File: src/rtl/fir_pkg.sv
// Shared definitions for the fir dot-product engine.
//   - default sample/coefficient width and tap count
//   - width helpers for the product and accumulator
//   - slice_elem: extracts element idx of width elem_w from a packed vector
package fir_pkg;

    localparam int DEF_NUMBER_SIZE = 16;
    localparam int DEF_NUM_COEFF   = 4;

    localparam int PROD_W = 2 * DEF_NUMBER_SIZE;
    localparam int ACC_W  = PROD_W + $clog2(DEF_NUM_COEFF);

    // Widest packed vector / element the slice helper handles.
    localparam int MAX_VEC_W  = 1024;
    localparam int MAX_ELEM_W = 64;

    function automatic int prod_width(input int number_size);
        return 2 * number_size;
    endfunction

    function automatic int acc_width(input int number_size, input int num_coeff);
        return 2 * number_size + $clog2(num_coeff);
    endfunction

    // Returns element idx (elem_w bits, zero-extended) of a packed vector.
    function automatic logic [MAX_ELEM_W-1:0] slice_elem(
        input logic [MAX_VEC_W-1:0] vec,
        input int unsigned          idx,
        input int unsigned          elem_w
    );
        logic [MAX_VEC_W-1:0]  shifted;
        logic [MAX_ELEM_W-1:0] res;
        shifted = vec >> (idx * elem_w);
        res     = '0;
        for (int b = 0; b < MAX_ELEM_W; b++) begin
            if (b < int'(elem_w)) begin
                res[b] = shifted[b];
            end
        end
        return res;
    endfunction

endpackage

File: src/rtl/fir_tap.sv
// One FIR tap: signed NUMBER_SIZE x NUMBER_SIZE multiply with a registered
// full-precision product.
// Ports:
//   clk, rst (sync, active-high), ena (advance)
//   x, c   : signed sample and coefficient
//   p      : registered 2*NUMBER_SIZE-bit product
module fir_tap
    import fir_pkg::*;
#(
    parameter int NUMBER_SIZE = DEF_NUMBER_SIZE
) (
    input  logic                           clk,
    input  logic                           rst,
    input  logic                           ena,
    input  logic [NUMBER_SIZE-1:0]         x,
    input  logic [NUMBER_SIZE-1:0]         c,
    output logic [2*NUMBER_SIZE-1:0]       p
);

    localparam int TAP_PROD_W = 2 * NUMBER_SIZE;

    logic signed [TAP_PROD_W-1:0] x_ext;
    logic signed [TAP_PROD_W-1:0] c_ext;
    logic        [TAP_PROD_W-1:0] p_d;
    logic        [TAP_PROD_W-1:0] p_q;

    // Sign-extend both operands to the product width first so the low
    // TAP_PROD_W bits of the multiply are the exact signed product, including
    // most-negative x most-negative.
    always_comb begin
        x_ext = TAP_PROD_W'($signed(x));
        c_ext = TAP_PROD_W'($signed(c));
        p_d   = p_q;
        if (ena) begin
            p_d = x_ext * c_ext;
        end
    end

    always_ff @(posedge clk) begin
        if (rst) begin
            p_q <= '0;
        end else begin
            p_q <= p_d;
        end
    end

    assign p = p_q;

endmodule

File: src/rtl/fir.sv
// Direct-form FIR dot-product engine: y_n = low NUMBER_SIZE bits of sum(x_i*c_i).
// Stage 1: per-tap product registers (fir_tap) plus a valid bit.
// Stage 2: accumulated, wrap-truncated sum into y_n and valid into y_valid.
// Ports:
//   clk, rst (sync, active-high, priority over ena), ena (advance both stages)
//   x_ns, coeffs : packed signed samples / coefficients, element i at
//                  [(i+1)*NUMBER_SIZE-1 : i*NUMBER_SIZE]
//   y_n, y_valid : registered result and its valid flag
module fir
    import fir_pkg::*;
#(
    parameter int NUMBER_SIZE = DEF_NUMBER_SIZE,
    parameter int NUM_COEFF   = DEF_NUM_COEFF
) (
    input  logic                             clk,
    input  logic                             rst,
    input  logic                             ena,
    input  logic [NUM_COEFF*NUMBER_SIZE-1:0] x_ns,
    input  logic [NUM_COEFF*NUMBER_SIZE-1:0] coeffs,
    output logic [NUMBER_SIZE-1:0]           y_n,
    output logic                             y_valid
);

    localparam int P_W = prod_width(NUMBER_SIZE);
    localparam int A_W = acc_width(NUMBER_SIZE, NUM_COEFF);

    logic [MAX_VEC_W-1:0] x_ext;
    logic [MAX_VEC_W-1:0] c_ext;

    assign x_ext = MAX_VEC_W'(x_ns);
    assign c_ext = MAX_VEC_W'(coeffs);

    logic [P_W-1:0] prod [NUM_COEFF];

    genvar gi;
    generate
        for (gi = 0; gi < NUM_COEFF; gi++) begin : g_tap
            logic [NUMBER_SIZE-1:0] x_i;
            logic [NUMBER_SIZE-1:0] c_i;
            assign x_i = NUMBER_SIZE'(slice_elem(x_ext, gi, NUMBER_SIZE));
            assign c_i = NUMBER_SIZE'(slice_elem(c_ext, gi, NUMBER_SIZE));

            fir_tap #(
                .NUMBER_SIZE (NUMBER_SIZE)
            ) u_tap (
                .clk (clk),
                .rst (rst),
                .ena (ena),
                .x   (x_i),
                .c   (c_i),
                .p   (prod[gi])
            );
        end
    endgenerate

    logic signed [A_W-1:0]  acc_sum;
    logic                   valid1_d;
    logic                   valid1_q;
    logic [NUMBER_SIZE-1:0] y_n_d;
    logic [NUMBER_SIZE-1:0] y_n_q;
    logic                   y_valid_d;
    logic                   y_valid_q;

    // The accumulator is wide enough that no partial sum overflows; only the
    // final truncation to NUMBER_SIZE wraps.
    always_comb begin
        acc_sum = '0;
        for (int i = 0; i < NUM_COEFF; i++) begin
            acc_sum = acc_sum + A_W'($signed(prod[i]));
        end
    end

    always_comb begin
        valid1_d  = valid1_q;
        y_n_d     = y_n_q;
        y_valid_d = y_valid_q;
        if (ena) begin
            valid1_d  = 1'b1;
            y_n_d     = acc_sum[NUMBER_SIZE-1:0];
            y_valid_d = valid1_q;
        end
    end

    always_ff @(posedge clk) begin
        if (rst) begin
            valid1_q  <= 1'b0;
            y_n_q     <= '0;
            y_valid_q <= 1'b0;
        end else begin
            valid1_q  <= valid1_d;
            y_n_q     <= y_n_d;
            y_valid_q <= y_valid_d;
        end
    end

    assign y_n     = y_n_q;
    assign y_valid = y_valid_q;

endmodule

File: config.mk
export PLATFORM = sky130hd
export DESIGN_NAME = fir
export DESIGN_NICKNAME = d
export VERILOG_FILES = /design/src/rtl/fir_pkg.sv /design/src/rtl/fir_tap.sv /design/src/rtl/fir.sv
export SDC_FILE = /design/constraint.sdc
export NUM_CORES = 1
export LEC_CHECK = 0
export CELL_PAD_IN_SITES_DETAIL_PLACEMENT = 1
export CELL_PAD_IN_SITES_GLOBAL_PLACEMENT = 1
export CORE_ASPECT_RATIO = 0.5
export CORE_MARGIN = 5
export CORE_UTILIZATION = 46
export CTS_CLUSTER_DIAMETER = 30
export DETAILED_ROUTE_END_ITERATION = 7
export PLACE_DENSITY_LB_ADDON = 0.1
export SLEW_MARGIN = 20
export SYNTH_ARGS = -nofsm -noshare
export SYNTH_HDL_FRONTEND = slang
export SYNTH_HIERARCHICAL = 1
export SYNTH_SLANG_ARGS = --single-unit
File: constraint.sdc
create_clock -name clk -period 6.95 [get_ports clk]
set_clock_uncertainty 0.05 [all_clocks]
set_input_delay 1.7375 -clock clk [delete_from_list [all_inputs] [get_ports clk]]
set_output_delay 1.7375 -clock clk [all_outputs]
set_load 0.01 [all_outputs]
# Word level (Yosys, flattened, before mapping)
# Index checks and enable logic that the tools add are counted.
[totals]
register_bits = 82
inputBits = 131
word_cells = 14
[classes]
add_sub_neg = 3
n_mul = 4
[ops]
columns = ["cell", "count"]
rows = [
  ["$mul 16x16->16", 4],
  ["$add 16x16->16", 3],
]

# Logic depth before layout (Yosys ltp)
# Gate-level depths: netlist (run 1).
[depth]
word_depth = 3
depth_mapped = 22
mapped_depth_nobuf = 21

# Cells and area by module
# Netlist (run 1), hierarchy kept.
[by_module_without_submodules]
columns = ["module", "instances", "cells_each", "area_per_inst_um2", "seq_area_each_um2"]
rows = [
  ["fir_tap at g_tap[1].u_tap ...", 2, 1182, 10891.7, 640.6],
  ["fir_tap at g_tap[3].u_tap", 1, 1209, 11018.1, 640.6],
  ["fir_tap at g_tap[0].u_tap", 1, 1185, 10936.7, 640.6],
  ["fir", 1, 274, 2282.2, 360.3],
]

# Worst setup path before layout (run 1)
# OpenSTA, ideal clock, no wires.
[synth_path]
kind = "input-to-reg"
start = "input port coeffs[15]"
end = "register g_tap[0].u_tap/p[23] (netlist name)"
setup_ns = 0.127
t_arrival_ns = 7.261
path_slack_ns = -0.488
cell_stages = 20
path_buffers = 1
path_cell_list = "inv_1 clkbuf_1 nor2_1 fa_1 fa_1 fa_1 fa_1 fa_1 inv_1 fa_1 inv_1 ha_1 a21oi_1 o21ai_1 a21oi_1 and2b_2 a311oi_2 o21ai_1 nor4bb_1 or3_1"
[synth_lines]
columns = ["element", "line_no", "rtl"]
rows = [
  ["from (decl)", "fir.sv:19", "input logic [NUM_COEFF*NUMBER_SIZE-1:0] coeffs,"],
]

# Worst setup path in the final report (run 1)
[layout_path]
start = "input port x_ns[38]"
end = "register g_tap[2].u_tap.p_q[13]"
[layout_via]
elab_chain_len = 1
[layout_lines]
columns = ["element", "line_no", "rtl"]
rows = [
  ["from (decl)", "fir.sv:18", "input logic [NUM_COEFF*NUMBER_SIZE-1:0] x_ns,"],
  ["$mul 16x16->16", "fir_tap.sv:35", "p_d = x_ext * c_ext;"],
  ["to (signal assigned)", "fir_tap.sv:43", "p_q <= p_d;"],
  ["to (decl)", "fir_tap.sv:25", "logic [TAP_PROD_W-1:0] p_q;"],
]
# No other way between the ends.
# A chain may end at the register's enable or synchronous reset.

==> results.cfg, run 1 <==
[routing]
ant_nets = 0
wire_per_inst_um = 15.9
drt_wl_total_um = 53400
num_vias = 16200
drt_first_iter_violations = 453
viasPerCell = 4.83
drc_errors = 0
drt_first_pass_iters = 4

[timing]
slew_violations = 0
rsz0062_at_grt = true
slew_headroom = 0.406
period_minus_slack_ps = 6770
setup_viol = 0
max_freq_ghz = 0.148
hold_viol_final = 0
finalCritPeriodShare = 0.974
tightest_slew_ps = 892

[setup_path]
cp_max_fo = 4
cp.required_ps = 7110
criticalPathCategory = in2reg
arrival_ps = 6930
cp-end-kind = flop
start_kind = input port

[synthesis]
synthesis.area_um2 = 21800
syn-num-nets = 3324
syn_inst = 2524
yosysWarnings = 6
avgSynthCellArea_um2 = 8.64

[floorplanning]
fp.dieW_um = 318
coreArea_um2 = 46900
die_area_um2 = 52100
die_h_um = 164
num_io_pins = 148
start_util = 0.465
rows = 56

[pwr]
max-vdd-ir-drop_mv = 0.377
p_leak_nw = 13.0
powerDensity_nw_per_um2 = 416

[final_layout]
instances_no_fill = 3351
final_nets = 3508
drive_gt1_frac = 0.0881
final_util = 0.539
area.growth.synth_to_final_pct = 16.0
n_fill_cell = 5453
diodes = 0

[cts]
cts_buffers = 9
cts_hold_buf = 0
clk_pin_slew_worst_paths_ps = 70
clk_latency_ps = 360
clockBufferDepth = 2
cts.sinks = 82
cts_tree = built
cts_root_buf = clkbuf_16
htree_levels = 3

[global_route]
grt_pass1_vias = 18600
grt_start_max_net_pins = 83
track_usage = 0.214
antenna_found_initial = 0
grt_overflow = 0
grt_pass1_wl_um = 92400

[run_status]
outcome = complete, no violations

[hold_path]
hold_path.class = reg2reg

[placement]
post-dp-hpwl_um = 47200
placedCellCount = 3335
portBuffers = 147
place_congestion = 0.838

[run]
timing.max_cap.violations = 0
==> registers in the layout, indices dropped and copies added (netlist names) <==
name / count
y_n: 16
valid1_q: 1
y_valid: 1
g_tap.u_tap/p: 64
==> worst paths after layout <==
kind / cells after the start / from / slack, ps / to
worst max-delay path: 18 / x_ns[38] / 180 / g_tap[2].u_tap/p[13]$_SDFFE_PP0P_
worst min-delay path: 2 / y_n[7]$_SDFFE_PP0P_ / 420 / y_n[7]$_SDFFE_PP0P_
worst max register to register: 10 / g_tap[3].u_tap/p[6]$_SDFFE_PP0P_ / 3400 / y_n[15]$_SDFFE_PP0P_
worst min register to register: 2 / y_n[7]$_SDFFE_PP0P_ / 420 / y_n[7]$_SDFFE_PP0P_
==> where the power goes <==
part / internal (mW) / switching, mW / total (mW)
registers: 0.618 / 0.0832 / 0.701
logic: 4.50 / 4.86 / 9.35
clock network: 0.248 / 0.222 / 0.470
==> per-stage QoR <==
step	power (mW)	cell area, um2	hold slack, ps	setup TNS [ps]	setup WS, ps
after global placement	9.66	24900	405	-1380	-193
after detailed placement	9.92	24900	414	-2620	-274
after CTS	10.5	25200	423	0	87.1
after floorplan	6.74	21800	390	0	463
final	10.5	25300	424	0	181
after global routing	11.9	25300	448	-62.2	-34.0
==> critical path, cell delays in order <==
cell and delay, ps:
clkdlybuf4s50_1 520, and2_1 230, fa_1 510, inv_1 50, fa_1 480, fa_1 510, fa_1 600, inv_1 60
fa_1 510, fa_1 430, ha_1 340, o211ai_2 100, a21oi_1 260, a21oi_2 110, xnor2_2 170, buf_4 150
mux2i_1 120, nor2_1 50
==> timing repair <==
action | in CTS | in global routing
endpoints found under the setup margin | 0 | 10
gates resized for setup | 0 | 28
buffers inserted | 0 | 0
==> cells in the final DEF, fill, tap and decap left out, drive strengths merged, types with 3 or more instances in the layout <==
cell             n
inv            625
fa             406
and2           301
ha             263
nand2          259
buf            198
clkdlybuf4s50  129
nor2            86
dfxtp           82
mux2i           55
a21oi           54
xnor2           37
a211oi          21
a21o            20
o21ai           18
nand3           16
dlymetal6s2s    16
o211ai          15
nor3            13
nand2b          13
xor2            13
clkbuf           9
a21boi           6
o21bai           5
nand3b           4
or2              4
o22ai            3
o2111ai          3
==> layer usage <==
layer  wire length, um  GRT usage
met4               444     0.0300
met1             25200      0.290
met2             26800      0.389
met3              1010     0.0177
met5                 0          0
==> final cells by class <==
cell class / instances / area [um2] / area share
Clock buffer: 9 / 225 / 0.00891
Clock inverter: 7 / 57.6 / 0.00228
Inverter: 621 / 2330 / 0.0922
Multi-Input combinational cell: 1651 / 17200 / 0.681
Sequential cell: 82 / 1640 / 0.0649
Tap cell: 638 / 798 / 0.0316
Timing Repair Buffer: 343 / 3010 / 0.119
Power figures use the tool's default switching activity.
==> run 2, diff against run 1 <==
Settings changed: CORE_UTILIZATION 46 to 51.
Clock period 6.95 ns to 6.6 ns, I/O delays scaled along.
==> run 2 against run 1 <==
  * Final cell count is 0.45% higher
  * Clock-buffer cell count is 1 higher
  * Combinational power is 13% higher
  * Utilization is 7.8 points higher
  * Critical path type unchanged
==> results.cfg, run 2 (same netlist as run 1, synthesis figures left out) <==
[run_status]
outcome = complete, no violations

[final_layout]
drive_gt1_frac = 0.132
final_common_cell = inv_1
area.growth.synth_to_final_pct = 19.2
largest_reg_flops = 64
layout_common_cells = inv_1, fa_1, and2_1
final_nets = 3584
diodes = 0
final_util = 0.617

[global_route]
antenna_found_initial = 0
grt_overflow = 0
grt_pass1_vias = 19400
grt_pass1_wl_um = 95500
track_usage = 0.248
grt_start_max_net_pins = 84

[placement]
portBuffers = 147
pre_cts_ws_ps = -571
place_congestion = 0.856
post-dp-hpwl_um = 49300

[cts]
clk_latency_ps = 350
cts.sinks = 82
cts_tree = built
clk_pin_slew_worst_paths_ps = 60
cts_buffers = 9
cts_root_buf = clkbuf_16
clockBufferDepth = 2
htree_levels = 3
cts_hold_buf = 0

[run]
timing.max_cap.violations = 0

[timing]
finalCritPeriodShare = 0.974
hold_viol_final = 0
slew_headroom = 0.403
tightest_slew_ps = 895
max_freq_ghz = 0.156
setup-tns-final_ps = 0
slew_violations = 0
rsz0062_at_grt = true
setup_viol = 0
fin_ws_ps = 173
period_minus_slack_ps = 6430

[setup_path]
crit_buf_inv = 6
cpPeakStageDelay_ps = 590
criticalPathCategory = in2reg
critical_path.top_delay_family = adder cells
arrival_ps = 6580
crit_path_top_delay_cell = fa_1
cp_max_fo = 4
cp.required_ps = 6750
start_kind = input port
critical_path.cell_chain = dlygate4sd2_1 -> and2_1 -> fa_1 -> inv_1 -> fa_2 -> fa_2 -> fa_1 -> inv_1 -> fa_1 -> inv_1 -> fa_1 -> inv_1 -> ha_4 -> buf_4 -> and2_4 -> o2111a_2 -> nor2_2 -> xnor2_1 -> mux2i_1 -> nor2_1
cp-end-kind = flop

[routing]
wire_per_inst_um = 17.4
drt_first_pass_iters = 4
drc_errors = 0
ant_nets = 0
num_vias = 17000
viasPerCell = 5.04
drt_wl_total_um = 58500
drt_first_iter_violations = 660

[floorplanning]
die_area_um2 = 47200
coreArea_um2 = 42100
fp.dieW_um = 302
rows = 53
start_util = 0.518
die_h_um = 156
num_io_pins = 148

[pwr]
powerDensity_nw_per_um2 = 454
max-vdd-ir-drop_mv = 0.456
p_leak_nw = 13.7

[hold_path]
hold_path.class = reg2reg
run 2: cell types whose count changed in the layout (fill, tap and decap cells not counted), sizes merged:
cell           previous run  this run
clkdlybuf4s50           129        76
dlymetal6s2s             16        41
clkdlybuf4s15             0         1
buf                     198       274
clkbuf                    9        17
dlygate4sd2               0        20
clkinvlp                  2         0
clkinv                    1         2
run 2: where the power goes:
group / internal [mW] / switching (mW) / total (mW)
combinational: 5.07 / 5.51 / 10.6
sequential: 0.651 / 0.0850 / 0.736
clock: 0.269 / 0.224 / 0.493
total: 5.99 / 5.82 / 11.8
run 2: path summary, 6_finish.rpt:
check | startpoint | end | slack, ps | cells past startpoint
worst max register to register | g_tap[3].u_tap/p[5]$_SDFFE_PP0P_ | y_n[15]$_SDFFE_PP0P_ | 3050 | 10
worst max-delay path | coeffs[5] | g_tap[0].u_tap/p[15]$_SDFFE_PP0P_ | 170 | 20
worst min-delay path | y_n[7]$_SDFFE_PP0P_ | y_n[7]$_SDFFE_PP0P_ | 420 | 2
worst min register to register | y_n[7]$_SDFFE_PP0P_ | y_n[7]$_SDFFE_PP0P_ | 420 | 2
run 2: area by class of cell:
type	count	area, um2
Timing Repair Buffer	419	3590
Fill cell	4899	16100
Clock buffer	10	239
Clock inverter	6	45.0
Inverter	621	2330
Multi-Input combinational cell	1651	17400
Sequential cell	82	1640
Tap cell	577	722
run 2: stage by stage:
stage                     instance area, um2  total power, mW  std cells  hold slack (ps)
after floorplan                        21800             7.09       2524              390
after global placement                 25200             10.0       3325              407
after detailed placement               25200             10.5       3325              411
after CTS                              25500             11.3       3345              430
after global routing                   26000             13.2       3366              458
final                                  26000             11.8       3366              424
run 2: routing by layer:
metal | up-vias | GRT usage | share of wire
li1 | 7904 | - | -
met1 | 8765 | 0.316 | 0.44
met2 | 203 | 0.463 | 0.52
met3 | 88 | 0.0186 | 0.019
met4 | 0 | 0.0591 | 0.023
met5 | - | 0 | 0
run 2: what timing repair did:
action,in CTS,in global routing
cloned,0,7
setup endpoints to repair,13,19
buffers inserted,4,14
endpoints found under the hold margin,0,0
resized for setup,47,119
pin swaps,10,54
run 2: worst min-delay path: cells and delay by family (launching register included):
family          cells  cell delay, ps
compound gates      1              50
flops               1             320
simple gates        1              60
==> run 3, diff against run 2 <==
Settings changed: CAP_MARGIN from default to 20, TNS_END_PERCENT from default to 10.
==> run 3 against run 2 <==
  * Routed wire length up 0.25%
  * Final cell count about the same
  * Utilization about the same
  * Sequential share of layout area about the same
  * Flip-flop and latch count unchanged
  * Global-route usage about the same
  * Critical path depth unchanged
  * Die area unchanged
  * Hold slack about the same
  * Register-to-register slack about the same
  * Maximum frequency about the same
  * Critical endpoint unchanged
  * Largest power group unchanged
==> results.cfg, run 3 (same netlist as run 1, synthesis figures left out) <==
[run_status]
outcome = complete, no violations

[setup_path]
cp.required_ps = 6760
start_kind = input port
arrival_ps = 6580
cp-end-kind = flop
r2r_start = g_tap[3].u_tap/p[5]$_SDFFE_PP0P_
cp-startpoint = coeffs[5]
cp_max_fo = 4
criticalPathCategory = in2reg

[placement]
post-dp-hpwl_um = 49300
portBuffers = 147
place_congestion = 0.856
placedCellCount = 3325

[global_route]
grt_start_max_net_pins = 84
grt_overflow = 0
track_usage = 0.248
grt_pass1_vias = 19400
antenna_found_initial = 0
grt_pass1_wl_um = 95400

[final_layout]
layout_common_cells = inv_1, fa_1, and2_1
final_nets = 3585
largest_reg_flops = 64
area.growth.synth_to_final_pct = 19.2
drive_gt1_frac = 0.132
instances_no_fill = 3367
final_common_cell = inv_1
diodes = 0
final_util = 0.617

[cts]
cts_hold_buf = 0
cts_root_buf = clkbuf_16
clk_latency_ps = 350
cts.sinks = 82
clockBufferDepth = 2
cts_buffers = 9
htree_levels = 3
cts_tree = built
clk_pin_slew_worst_paths_ps = 60

[run]
timing.max_cap.violations = 0

[hold_path]
hold_path.class = reg2reg
worstHoldStart = y_n[7]$_SDFFE_PP0P_

[pwr]
max-vdd-ir-drop_mv = 0.392
powerDensity_nw_per_um2 = 455
p_leak_nw = 13.7

[timing]
tightest_slew_ps = 906
period_minus_slack_ps = 6430
max_freq_ghz = 0.156
slew_violations = 0
slew_headroom = 0.396
hold_viol_final = 0
finalCritPeriodShare = 0.974
rsz0062_at_grt = true
setup_viol = 0

[floorplanning]
die_area_um2 = 47200
num_io_pins = 148
coreArea_um2 = 42100
die_h_um = 156
fp.dieW_um = 302
start_util = 0.518
rows = 53

[routing]
drc_errors = 0
num_vias = 16900
ant_nets = 0
drt_first_iter_violations = 667
drt_first_pass_iters = 4
wire_per_inst_um = 17.4
viasPerCell = 5.02
drt_wl_total_um = 58700
run 3: cell count changes in the layout (fill, tap and decap cells not counted), sizes merged:
cell  before  now
buf      274  275
run 3: stage by stage:
step	setup slack [ps]	power, mW	hold WS (ps)	area, um2	TNS (ps)
final	173	11.8	424	26000	0
after global routing	-56.9	13.2	458	26000	-155
after CTS	-4.77	11.3	430	25500	-4.77
after detailed placement	-571	10.5	411	25200	-8600
after global placement	-441	10.0	407	25200	-5540
after floorplan	200	7.09	390	21800	0
run 3: metal layers:
metal / routed length [um] / vias to the layer above / global-route usage / part of all wire
met5: 0 / - / 0 / 0
li1: - / 7909 / - / -
met4: 1290 / 0 / 0.0591 / 0.022
met1: 25400 / 8714 / 0.316 / 0.43
met3: 1010 / 82 / 0.0186 / 0.017
met2: 30900 / 185 / 0.463 / 0.53
run 3: area by class of cell:
type,count,area (um2)
inverter,621,2330
multi-input combinational,1651,17400
fill,4902,16100
tap,577,722
sequential,82,1640
clock inverter,6,45.0
timing repair buffer,420,3600
clock buffer,10,239
run 3: worst max-delay path: stages:
cell and delay [ps]:
dlygate4sd2_1 260, and2_1 180, fa_1 550, inv_1 80, fa_2 470, fa_2 370
fa_1 590, inv_1 80, fa_1 570, inv_1 70, fa_1 530, inv_1 70
ha_4 280, buf_4 120, and2_4 140, o2111a_2 210, nor2_2 40, xnor2_1 130
mux2i_1 140, nor2_1 50
run 3: report_power, final:
group          switching (mW)  internal, mW
logic                    5.52          5.07
registers              0.0848         0.651
clock network           0.225         0.269
run 3: timing repair:
item | 4_1_cts | 5_1_grt
buffers inserted | 3 | 18
setup endpoints to repair | 13 | 19
gates cloned | 0 | 5
pin swaps | 9 | 54
gates resized for setup | 47 | 115
run 3: path summary, 6_finish.rpt:
| path | endpoint | slack [ps] | depth (start not counted) |
|---|---|---|---|
| worst max-delay path | g_tap[0].u_tap/p[15]$_SDFFE_PP0P_ | 170 | 20 |
| worst min-delay path | y_n[7]$_SDFFE_PP0P_ | 420 | 2 |
| worst max register to register | y_n[15]$_SDFFE_PP0P_ | 3040 | 10 |
| worst min register to register | y_n[7]$_SDFFE_PP0P_ | 420 | 2 |
